**src/rtl/micro_ucr_pkg.sv**
```systemverilog
// Shared definitions for the micro_ucr nonce-search engine.
//   - chaining values H0..H2 and round constants K1/K2
//   - round-count and header-size constants
//   - search FSM state encoding
//   - round_step(): one compression round, shared by the hasher and the bench
package micro_ucr_pkg;

    localparam logic [7:0] H0 = 8'h01;
    localparam logic [7:0] H1 = 8'h89;
    localparam logic [7:0] H2 = 8'hFE;
    localparam logic [7:0] K1 = 8'h99;
    localparam logic [7:0] K2 = 8'hA1;

    localparam int ROUND_SWITCH = 16;  // last round that uses K1 and XOR mixing
    localparam int ROUNDS       = 32;
    localparam int HDR_BYTES    = 12;
    localparam int WIN_BYTES    = 16;  // schedule window: 12 header bytes + 4 nonce bytes

    typedef enum logic [2:0] {
        IDLE,
        LOAD,
        ROUND,
        CHECK,
        DONE
    } state_e;

    typedef struct packed {
        logic [7:0] a;
        logic [7:0] b;
        logic [7:0] c;
    } abc_t;

    function automatic logic [7:0] round_const(input logic [4:0] r);
        return (r <= 5'(ROUND_SWITCH)) ? K1 : K2;
    endfunction

    // One compression round. All sums wrap at 8 bits.
    function automatic abc_t round_step(input logic [7:0] a,
                                        input logic [7:0] b,
                                        input logic [7:0] c,
                                        input logic [7:0] k,
                                        input logic [7:0] w,
                                        input logic [4:0] r);
        abc_t       s;
        logic [7:0] x;
        x   = (r <= 5'(ROUND_SWITCH)) ? (a ^ b) : (a | b);
        s.a = b ^ c;
        s.b = {c[3:0], 4'h0};
        s.c = x + k + w;
        return s;
    endfunction

endpackage

```
**src/rtl/micro_ucr_sched.sv**
```systemverilog
// Message scheduler for the micro_ucr hash.
// Holds a 16-byte sliding window W[r..r+15]; w_out is always W[r].
//   clk     : rising-edge clock
//   load    : capture header bytes (W[0..11]) and nonce bytes (W[12..15])
//   advance : slide the window by one, appending W[r+16]
//   hdr     : 96-bit block header, byte i = hdr[i*8+:8]
//   nonce   : 32-bit nonce, byte j = nonce[j*8+:8]
//   w_out   : schedule word for the current round
module micro_ucr_sched
    import micro_ucr_pkg::*;
(
    input  logic                   clk,
    input  logic                   load,
    input  logic                   advance,
    input  logic [8*HDR_BYTES-1:0] hdr,
    input  logic [31:0]            nonce,
    output logic [7:0]             w_out
);

    logic [7:0] win_q [WIN_BYTES];
    logic [7:0] win_d [WIN_BYTES];

    always_comb begin
        win_d = win_q;
        if (load) begin
            for (int i = 0; i < HDR_BYTES; i++) begin
                win_d[i] = hdr[i*8 +: 8];
            end
            for (int i = 0; i < 4; i++) begin
                win_d[HDR_BYTES + i] = nonce[i*8 +: 8];
            end
        end else if (advance) begin
            for (int i = 0; i < WIN_BYTES - 1; i++) begin
                win_d[i] = win_q[i + 1];
            end
            // W[r+16] = W[r+13] | (W[r+7] ^ W[r+2]), in window-relative indices.
            win_d[WIN_BYTES - 1] = win_q[13] | (win_q[7] ^ win_q[2]);
        end
    end

    // NOTE: the window is always loaded before it is read, so it has no reset;
    // resetting wide datapath storage only costs routing and buys nothing.
    always_ff @(posedge clk) begin
        win_q <= win_d;
    end

    assign w_out = win_q[0];

endmodule

```
**src/rtl/micro_ucr_nonce_search.sv**
```systemverilog
// Sequential nonce-search engine for the micro_ucr 24-bit hash.
// Latches a header and nonce range on start, hashes one nonce per 34 cycles
// (LOAD + 32 ROUND + CHECK) and stops on the first hash with hash[23:8] <= target
// or after the last nonce of the range.
//   clk, reset      : rising-edge clock, synchronous active-high reset
//   start           : begin a search (accepted only in IDLE or DONE)
//   bloque_bytes    : 96-bit block header
//   nonce_start     : first nonce tried
//   nonce_limit     : last nonce tried, inclusive
//   target          : success threshold on hash[23:8]
//   busy            : search in progress (LOAD/ROUND/CHECK)
//   done            : search finished, result held
//   found           : valid with done; 1 = a qualifying nonce was found
//   nonce_out       : nonce of the last hash checked
//   hash_out        : hash of nonce_out
module micro_ucr_nonce_search
    import micro_ucr_pkg::*;
(
    input  logic        clk,
    input  logic        reset,
    input  logic        start,
    input  logic [95:0] bloque_bytes,
    input  logic [31:0] nonce_start,
    input  logic [31:0] nonce_limit,
    input  logic [15:0] target,
    output logic        busy,
    output logic        done,
    output logic        found,
    output logic [31:0] nonce_out,
    output logic [23:0] hash_out
);

    // Control state and visible outputs (reset).
    state_e      state_q, state_d;
    logic        busy_q, busy_d;
    logic        done_q, done_d;
    logic        found_q, found_d;
    logic [31:0] nonce_out_q, nonce_out_d;
    logic [23:0] hash_out_q, hash_out_d;

    // Search datapath (not reset; always written before use).
    logic [95:0] hdr_q, hdr_d;
    logic [31:0] nonce_q, nonce_d;
    logic [31:0] limit_q, limit_d;
    logic [15:0] target_q, target_d;
    logic [7:0]  a_q, a_d;
    logic [7:0]  b_q, b_d;
    logic [7:0]  c_q, c_d;
    logic [4:0]  r_q, r_d;

    logic [7:0]  w;
    abc_t        step;
    logic [7:0]  hash_a, hash_b, hash_c;
    logic [23:0] hash;

    micro_ucr_sched u_sched (
        .clk     (clk),
        .load    (state_q == LOAD),
        .advance (state_q == ROUND),
        .hdr     (hdr_q),
        .nonce   (nonce_q),
        .w_out   (w)
    );

    always_comb begin
        step   = round_step(a_q, b_q, c_q, round_const(r_q), w, r_q);
        hash_a = H0 + a_q;
        hash_b = H1 + b_q;
        hash_c = H2 + c_q;
        hash   = {hash_a, hash_b, hash_c};
    end

    always_comb begin
        // NOTE: every _d starts as its _q so each path through the case assigns
        // every signal; a missing default here would infer a latch.
        state_d     = state_q;
        found_d     = found_q;
        nonce_out_d = nonce_out_q;
        hash_out_d  = hash_out_q;
        hdr_d       = hdr_q;
        nonce_d     = nonce_q;
        limit_d     = limit_q;
        target_d    = target_q;
        a_d         = a_q;
        b_d         = b_q;
        c_d         = c_q;
        r_d         = r_q;

        unique case (state_q)
            IDLE, DONE: begin
                if (start) begin
                    hdr_d    = bloque_bytes;
                    nonce_d  = nonce_start;
                    limit_d  = nonce_limit;
                    target_d = target;
                    found_d  = 1'b0;
                    state_d  = LOAD;
                end
            end
            LOAD: begin
                a_d     = H0;
                b_d     = H1;
                c_d     = H2;
                r_d     = '0;
                state_d = ROUND;
            end
            ROUND: begin
                a_d = step.a;
                b_d = step.b;
                c_d = step.c;
                r_d = r_q + 5'd1;
                if (r_q == 5'(ROUNDS - 1)) begin
                    state_d = CHECK;
                end
            end
            CHECK: begin
                hash_out_d  = hash;
                nonce_out_d = nonce_q;
                if (hash[23:8] <= target_q) begin
                    found_d = 1'b1;
                    state_d = DONE;
                end else if (nonce_q >= limit_q) begin
                    // '>=' also ends a range whose start lies above its limit
                    // after one nonce, and never lets 32'hFFFFFFFF wrap.
                    found_d = 1'b0;
                    state_d = DONE;
                end else begin
                    nonce_d = nonce_q + 32'd1;
                    state_d = LOAD;
                end
            end
            default: state_d = IDLE;
        endcase

        // Status outputs are registered copies of the next state.
        busy_d = (state_d == LOAD) || (state_d == ROUND) || (state_d == CHECK);
        done_d = (state_d == DONE);
    end

    // NOTE: sequential state uses non-blocking assignments so every flop samples
    // values from before the edge, independent of statement order.
    always_ff @(posedge clk) begin
        if (reset) begin
            state_q     <= IDLE;
            busy_q      <= 1'b0;
            done_q      <= 1'b0;
            found_q     <= 1'b0;
            nonce_out_q <= '0;
            hash_out_q  <= '0;
        end else begin
            state_q     <= state_d;
            busy_q      <= busy_d;
            done_q      <= done_d;
            found_q     <= found_d;
            nonce_out_q <= nonce_out_d;
            hash_out_q  <= hash_out_d;
        end
    end

    always_ff @(posedge clk) begin
        hdr_q    <= hdr_d;
        nonce_q  <= nonce_d;
        limit_q  <= limit_d;
        target_q <= target_d;
        a_q      <= a_d;
        b_q      <= b_d;
        c_q      <= c_d;
        r_q      <= r_d;
    end

    assign busy      = busy_q;
    assign done      = done_q;
    assign found     = found_q;
    assign nonce_out = nonce_out_q;
    assign hash_out  = hash_out_q;

endmodule

```
**config.mk**
```make
export PLATFORM = sky130hd
export DESIGN_NAME = micro_ucr_nonce_search
export DESIGN_NICKNAME = d
export VERILOG_FILES = /design/src/rtl/micro_ucr_pkg.sv /design/src/rtl/micro_ucr_sched.sv /design/src/rtl/micro_ucr_nonce_search.sv
export SDC_FILE = /design/constraint.sdc
export NUM_CORES = 1
export LEC_CHECK = 0
export CAP_MARGIN = 20
export CORE_MARGIN = 2
export CORE_UTILIZATION = 51
export CTS_BUF_LIST = sky130_fd_sc_hd__clkbuf_8
export CTS_CLUSTER_SIZE = 12
export DETAILED_ROUTE_END_ITERATION = 8
export PLACE_DENSITY = 0.76
export SYNTH_ARGS = -nofsm -noshare
export SYNTH_HDL_FRONTEND = slang
export SYNTH_SLANG_ARGS = --single-unit
```
**constraint.sdc**
```tcl
create_clock -name clk -period 6.7 [get_ports clk]
set_input_delay 1.34 -clock clk [delete_from_list [all_inputs] [get_ports clk]]
set_output_delay 1.34 -clock clk [all_outputs]
set_load 0.005 [all_outputs]
```
# --- Word level (Yosys, flattened, before mapping) ---
# Cells that the tools add are included.
op_classes:
  addsub: 7
  n_mux: 21
  magnitude_cmp: 3
  n_reduce_logical: 9
  eq_ne: 13
  n_bitwise: 5
ops:
  columns: ["op", "count"]
  rows:
  - ["$mux W128", 2]
  - ["$mux W32", 3]
  - ["$pmux W32 S2", 1]
  - ["$pmux W8 S2", 3]
  - ["$add A32 B1 Y32 const B", 1]
  - ["$ge A32 B32 Y1", 1]
  - ["$xor A8 B8 Y8", 3]
  - ["$add A8 B8 Y8", 2]
  - ["$add A8 B8 Y8 const A", 2]
  - ["$le A16 B16 Y1", 1]
  - ["$or A8 B8 Y8", 2]
  - ["$eq A3 B2 Y1 const B", 4]
  - ["$mux W3", 4]
  - ["$pmux W3 S4", 1]
  - ["$pmux W5 S2", 1]
  - ["$add A1 B8 Y8 const A", 1]
  - ["$mux W8", 1]
  - ["$eq A3 B1 Y1 const B", 2]
  - ["$eq A3 B3 Y1 const B", 2]
  - ["$mux W6", 1]
  - ["$ne A2 B2 Y1 const B", 3]
  - ["$add A5 B1 Y5 const B", 1]
  - ["$eq A5 B5 Y1 const B", 1]
  - ["$le A5 B5 Y1 const B", 1]
  - ["10 further kinds", 14]
totals:
  wordCells: 88
  reg_bits: 395
  input_bits: 179

# --- Longest topological paths before layout ---
# Gate-level depths: netlist (run 1).
depth:
  ltp_word: 7
  depth_mapped: 17
  ltp_nobuf: 16

# --- By module ---
# From an unflattened synthesis (run 1), not the netlist that was laid out.
unflattened:
  hier_cells: 1234
  hier_area_um2: 16851.2
by_module_without_submodules:
  columns: ["module", "instances", "area_each_um2", "seq_area_each_um2", "cells_per_inst"]
  rows:
  - ["micro_ucr_nonce_search", 1, 11209.5, 7206.9, 930]
  - ["micro_ucr_sched", 1, 5641.7, 3843.7, 304]

# --- Worst setup path after synthesis (run 1) ---
# OpenSTA, ideal clock, no wires.
synth_timing:
  kind: "input -> register"
  startpoint: "input port start"
  endpoint: "register nonce_q[0] (enable)"
  t_arrival_ns: 6.248
  required_time_ns: 6.312
  n_path_buf: 1
  setup_slack_ns: 0.064
  stages: 3
  cell_sequence: "and2_1 -> clkbuf_1 -> a21o_1"
synth_between:
  elab_chain_cells: 2
synth_rtl:
  columns: ["item", "line", "source"]
  rows:
  - ["start: declaration", "micro_ucr_nonce_search.sv:21", "input logic start,"]
  - ["$ne A2 B2 Y1 (no line)", null, null]
  - ["$reduce_and A4 Y1 (no line)", null, null]
  - ["end signal: assignment", "micro_ucr_nonce_search.sv:162", "nonce_q <= nonce_d;"]
  - ["end: declaration", "micro_ucr_nonce_search.sv:43", "logic [31:0] nonce_q, nonce_d;"]
# No other way between the ends.
# A chain may end at the register's enable or synchronous reset.

# --- Worst setup path in the final report (run 1) ---
layout_timing:
  startpoint: "register b_q[5]"
  endpoint: "register nonce_q[18] (enable)"
layout_between:
  elab_chain_cells: 4
layout_rtl:
  columns: ["item", "line", "source"]
  rows:
  - ["start: declaration", "micro_ucr_nonce_search.sv:47", "logic [7:0] b_q, b_d;"]
  - ["start signal: assignment", "micro_ucr_nonce_search.sv:166", "b_q <= b_d;"]
  - ["$add A8 B8 Y8", "micro_ucr_nonce_search.sv:68", "hash_b = H1 + b_q;"]
  - ["$le A16 B16 Y1", "micro_ucr_nonce_search.sv:119", "if (hash[23:8] <= target_q) begin"]
  - ["$ne A2 B2 Y1 (no line)", null, null]
  - ["$reduce_and A4 Y1 (no line)", null, null]
# No other way between the ends.

==> results.sh, run 1 <==
export IMPL_fin_nets=1976
export IMPL_clk_latency_ps=590
export IMPL_switching_share=0.252
export IMPL_synth_top_area_cell="edfxtp_1"
export IMPL_fin_crit_sh=0.532
export IMPL_drive_gt1_frac=0.0566
export IMPL_cts_buffers=66
export IMPL_pwr_share_comb=0.124
export IMPL_final_cell_area_um2=20600
export IMPL_dp_hpwl_mm=25.2
export IMPL_track_usage=0.218
export IMPL_cellLeakagePower_nw=8.09
export IMPL_syn_inst=1470
export IMPL_rsz0062_at_grt="false"
export IMPL_n_fill_cell=2555
export IMPL_p_seq_frac=0.537
export IMPL_status="finished clean"
export IMPL_avgSynthCellArea_um2=11.3
export IMPL_async_flop_share=0
export IMPL_post_cts_buffers=0
export IMPL_fmax_ghz=0.281
export IMPL_cpMostUsedCell="ha_1"
export IMPL_hold_depth=2
export IMPL_ys_ff_latch=388
export IMPL_setup_violations_final=0
export IMPL_maxSlewHeadroom=0.333
export IMPL_syn_area_um2=16600
export IMPL_worstPathMaxFanout=32
export IMPL_grt_overflow=0
export IMPL_h_tree_depth=3
export IMPL_crit_required_ps=6910
export IMPL_power_mw=5.57
export IMPL_maxCapViolCount=0
export IMPL_hold_viol=0
export IMPL_p_sw_mw=1.41
export IMPL_slew_viol_final=0
export IMPL_ir_worst_vdd_mv=0.165
export IMPL_pin_count=238
export IMPL_drc=0
export IMPL_rrSetupSlack_ps=3140
export IMPL_clockBufferDepth=3
export IMPL_postPlaceCellArea_um2=19400
export IMPL_place_congestion=0.879
export IMPL_p_per_area_nw_per_um2=271
export IMPL_grt_max_degree=100
export IMPL_first_pass_iters=5
export IMPL_ys_types=51
export IMPL_die_area_um2=34100
export IMPL_worst_slew_pin_slew_ps=1000
export IMPL_synth_edf_count=328
export IMPL_synth_fp_nets=1723
export IMPL_num_vias=11329
export IMPL_period_needed_ps=3560
export IMPL_cts_tree="yes"
export IMPL_drtIter0Drc=872
export IMPL_setup_tns_ps=0
export IMPL_critPathCaptureType="flip-flop"
export IMPL_holdCritStartpoint="nonce_out[19]"
export IMPL_die_h_um=185
export IMPL_yosysWarnings=0
export IMPL_root_buffer="clkbuf_8"
export IMPL_grt_pass1_wl_mm=57.2
export IMPL_die_w_um=185
export IMPL_slowest_stage="edfxtp_1"
export IMPL_rr_worst_depth=12
export IMPL_portBuffers=236
export IMPL_cts_resized_gates=0
export IMPL_yosys_top_cells_area="edfxtp_1, nand2_1, dfxtp_1, ha_1, xor2_1"
export IMPL_antenna_cells=0
export IMPL_path_clk_slew_ps=60
export IMPL_max_stage_delay_ps=510
export IMPL_vias_per_cell=5.13
export IMPL_clock_sinks=388
export IMPL_grt_pass1_vias=11195
export IMPL_antenna_found_initial=1
export IMPL_std_cell_rows=66
export IMPL_ant_nets=0
export IMPL_min_to="nonce_out[19]"
export IMPL_crit_arrival_ps=3780
export IMPL_cp_start_kind="flip-flop"
export IMPL_start_util=0.515
export IMPL_intPower_mw=4.17
export IMPL_timing_rr_start="b_q[5]"
export IMPL_ys_seq_area_frac=0.665
export IMPL_cp_startpoint="b_q[5]"
export IMPL_routedWlPerCell_um=16.6
export IMPL_clock_skew_ps=31.2
export IMPL_p_clk_frac=0.339
export IMPL_yosysTopAreaCellShare=0.592
export IMPL_path_cells="ha_1 > nand2_1 > or3_1 > xnor2_1 > ha_1 > and4_1 > and3_1 > o31a_1 > o21ai_1 > nor3_2 > a21o_1 > buf_4"
export IMPL_cts_hold_buf=0
export IMPL_area_delta_synth_final_pct=23.8
export IMPL_synth_ff_type="edfxtp_1"
export IMPL_core_um2=32300
export IMPL_r2r_end="nonce_q[18]"
export IMPL_totalWireLength_mm=36.8
export IMPL_crit_type="reg2reg"
export IMPL_hold_class="reg2reg"
==> cell type report <==
type,instances,area [um^2],share of cell area
well taps,442,553,0.0269
clock buffers,69,950,0.0461
repair buffers,248,2470,0.120
multi-input cells,949,5090,0.247
clock inverters,43,203,0.00985
inverters,70,263,0.0128
flip-flops and latches,388,11100,0.537
==> worst max path at each step <==
stage                   to  slack, ps
2_1_floorplan   nonce_q[0]         60
3_3_place_gp     hdr_q[85]       3140
3_5_place_dp     hdr_q[93]       3050
4_1_cts        nonce_q[16]       3150
5_1_grt        nonce_q[17]       2940
6_report       nonce_q[18]       3140
==> cells in the mapped netlist, drive strengths merged (2+ instances only) <==
master	count
a21o	4
fa	3
buf	11
o21bai	3
clkbuf	52
and2	6
xor2	38
nand3b	2
and4	6
nor4	4
o21ai	50
a21oi	57
nand2b	7
edfxtp	328
o31ai	3
a221o	2
inv	70
dfxtp	60
a211oi	10
ha	71
nand3	22
nor3	17
nand2	520
nand4	10
nor3b	2
or3	3
xnor2	29
and3	5
nor2	58
==> per-stage QoR <==
step	utilization	hold slack [ps]	worst slack, ps	instances
final	0.637	455	3140	2209
after floorplan	-	447	63.9	1470
after CTS	0.636	455	3150	2207
after global placement	0.600	443	3140	2095
after global routing	0.637	470	2940	2209
after detailed placement	0.600	448	3050	2095
==> power by group through the flow <==
stage	Combinational (mW)	Sequential [mW]	Clock, mW
detailed placement	0.692	3.04	0
floorplan	0.429	3.03	0
global route	0.780	3.01	2.04
CTS	0.696	2.99	1.94
finish	0.692	2.99	1.89
global placement	0.672	3.03	0
==> flip-flops by register name, summed over array words and instances (netlist names) <==
signal         flops
nonce_out         32
hdr_q             96
nonce_q           32
target_q          16
limit_q           32
hash_out          22
state_q            3
a_q                6
u_sched.w_out      8
done               1
busy               1
b_q                5
found              1
u_sched.win_q    120
r_q                5
c_q                8
==> kinds of logic after synthesis <==
| logic type | share of synthesized area |
|---|---|
| and+or+nand+nor | 0.163 |
| buffers and inverters | 0.0306 |
| DFF | 0.665 |
| AOI/OAI and AO/OA | 0.0479 |
| xor gates and xnor gates | 0.0353 |
| adders and majority gates | 0.0570 |
| muxes | 0.00128 |
| other | 0.000226 |
==> worst max-delay path, delay by kind of cell (launching register included) <==
family | cells | cell delay, ps
flip-flops | 1 | 510
buffers and inverters | 1 | 380
adder cells (fa/ha/maj) | 2 | 600
XOR/XNOR | 1 | 150
AO/OA/AOI/OAI | 3 | 450
AND/OR/NAND/NOR | 5 | 1090
==> routing by layer <==
| layer | track usage | vias to the layer above | part of all wire |
|---|---|---|---|
| met3 | 0.0516 | 64 | 0.083 |
| met2 | 0.338 | 450 | 0.45 |
| met5 | 0 | - | 0.00044 |
| li1 | - | 5508 | - |
| met4 | 0.0733 | 2 | 0.022 |
| met1 | 0.303 | 5305 | 0.44 |
==> layout by cell type (no fill, tap or decap), types with 3 or more instances in the layout <==
| master | n |
|---|---|
| and4_1 | 6 |
| dfxtp_1 | 60 |
| nand3_1 | 22 |
| o21ai_0 | 49 |
| inv_1 | 96 |
| a211oi_1 | 10 |
| a21o_1 | 4 |
| buf_4 | 10 |
| a21oi_1 | 57 |
| clkinv_1 | 9 |
| nand2b_1 | 7 |
| and3_1 | 5 |
| edfxtp_1 | 328 |
| and2_1 | 4 |
| nand2_1 | 518 |
| ha_1 | 71 |
| xnor2_1 | 29 |
| o21bai_1 | 3 |
| clkdlybuf4s50_1 | 235 |
| nand4_1 | 10 |
| o31ai_1 | 3 |
| clkinv_2 | 5 |
| fa_1 | 3 |
| nor4_1 | 3 |
| or3_1 | 3 |
| clkbuf_8 | 69 |
| nor3_1 | 16 |
| nor2_1 | 58 |
| xor2_1 | 38 |
(Power assumes the default switching activity.)
==> run 2: changes to the inputs <==
==> constraint.sdc (replaced) <==
create_clock -name clk -period 3.25 [get_ports clk]
set_input_delay 0.65 -clock clk [delete_from_list [all_inputs] [get_ports clk]]
set_output_delay 0.65 -clock clk [all_outputs]
set_load 0.005 [all_outputs]
==> results.sh, run 2 (synthesis results as in run 1) <==
export IMPL_status="finished clean"
export IMPL_cts_buffers=61
export IMPL_h_tree_depth=2
export IMPL_hold_class="reg2reg"
export IMPL_largest_reg_flops=120
export IMPL_fin_nets=2000
export IMPL_n_fill_cell=2508
export IMPL_crit_type="reg2reg"
export IMPL_crit_required_ps=3540
export IMPL_top_register="u_sched.win_q"
export IMPL_dp_cells=2121
export IMPL_critPathCaptureType="flip-flop"
export IMPL_grt_max_degree=134
export IMPL_clk_latency_ps=660
export IMPL_fin_cells=2236
export IMPL_fmax_ghz=0.326
export IMPL_layout_commonest_cell="nand2_1"
export IMPL_vias_per_cell=5.12
export IMPL_drtIter0Drc=863
export IMPL_setup_tns_ps=0
export IMPL_cts_hold_buf=0
export IMPL_regArea_um2=11100
export IMPL_routedWlPerCell_um=16.6
export IMPL_fin_crit_sh=0.944
export IMPL_maxSlewHeadroom=0.458
export IMPL_core_um2=32300
export IMPL_drc=0
export IMPL_grt_overflow=0
export IMPL_cellLeakagePower_nw=8.23
export IMPL_num_vias=11441
export IMPL_ir_worst_vdd_mv=0.379
export IMPL_crit_arrival_ps=3360
export IMPL_worstPathMaxFanout=32
export IMPL_maxCapViolCount=0
export IMPL_clockBufferDepth=3
export IMPL_totalWireLength_mm=37.2
export IMPL_utilization=0.647
export IMPL_top_regs="u_sched.win_q: 120 flops, hdr_q: 96 flops"
export IMPL_drive_gt1_frac=0.0782
export IMPL_std_cell_rows=66
export IMPL_first_pass_iters=7
export IMPL_start_util=0.515
export IMPL_rrSetupSlack_ps=180
export IMPL_period_needed_ps=3070
export IMPL_clock_sinks=388
export IMPL_worst_slew_pin_slew_ps=814
export IMPL_path_clk_slew_ps=60
export IMPL_setup_violations_final=0
export IMPL_antenna_found_initial=4
export IMPL_die_w_um=185
export IMPL_track_usage=0.221
export IMPL_dp_hpwl_mm=25.5
export IMPL_multi_input_area_um2=5120
export IMPL_power_mw=11.8
export IMPL_place_congestion=0.839
export IMPL_setup_slack_ps=182
export IMPL_die_area_um2=34100
export IMPL_final_cell_mix="nand2_1, edfxtp_1, clkdlybuf4s50_1"
export IMPL_cts_tree="yes"
export IMPL_grt_pass1_vias=11187
export IMPL_slew_viol_final=0
export IMPL_cp_start_kind="flip-flop"
export IMPL_pin_count=238
export IMPL_hold_viol=0
export IMPL_root_buffer="clkbuf_8"
export IMPL_p_per_area_nw_per_um2=562
export IMPL_area_delta_synth_final_pct=25.7
export IMPL_post_place_ws_ps=-70.0
export IMPL_ant_nets=0
export IMPL_die_h_um=185
export IMPL_portBuffers=236
export IMPL_clock_skew_ps=30.4
export IMPL_grt_pass1_wl_mm=58.2
## run 2: cell count changes in the layout (fill, tap and decap cells not counted), sizes merged
cell / previous run / this run
bufinv: 1 / 3
buf: 13 / 42
inv: 97 / 87
clkinv: 14 / 18
diode: 0 / 3
clkinvlp: 1 / 0
## run 2: per-stage QoR
step / instance area (um^2) / hold WS (ps)
2_1_floorplan: 16600 / 447
3_3_place_gp: 19600 / 444
3_5_place_dp: 19600 / 448
4_1_cts: 20800 / 452
5_1_grt: 20900 / 476
6_report: 20900 / 456
## run 2: cell type report
cell class | instances | share of cell area
Inverter | 70 | 0.0126
Antenna cell | 3 | 0.000359
Clock buffer | 69 | 0.0454
Tap cell | 442 | 0.0265
Timing Repair Buffer | 277 | 0.129
Sequential cell | 388 | 0.529
Multi-Input combinational cell | 949 | 0.245
Clock inverter | 38 | 0.0123
## run 2: path summary, 6_finish.rpt
check	start	to	cells past startpoint
hold reg to reg	nonce_out[16]	nonce_out[16]	2
hold / removal	nonce_out[16]	nonce_out[16]	2
setup reg to reg	a_q[0]	nonce_q[12]	11
setup / recovery	a_q[0]	nonce_q[12]	11
## run 2: critical path, cell delays in order (launching register included)
cell and delay (ps):
edfxtp_1 360, ha_2 210, nand2_1 60, or3_1 320, xnor2_1 160, ha_1 330, and4_1 220, and3_1 180
o31a_1 150, o21ai_2 100, nor3_2 180, a21o_4 440
## run 2: routing by layer
metal  GRT usage  up-vias  wire length, um
met5           0        -               13
met4      0.0714        2              885
met3      0.0616       64             3190
met2       0.336      411            16700
met1       0.307     5382            16400
li1            -     5582                -
## run 2: what timing repair did
item,4_1_cts,5_1_grt
setup buffers,0,5
pin swaps,0,2
gates resized for setup,1,5
setup endpoints to repair,32,33
## run 2: where the power goes
group,total (mW),internal (mW),switching (mW),leakage [nW]
sequential,6.13,5.94,0.181,3.58
clock,4.09,2.18,1.91,0.683
combinational,1.54,0.664,0.874,3.97
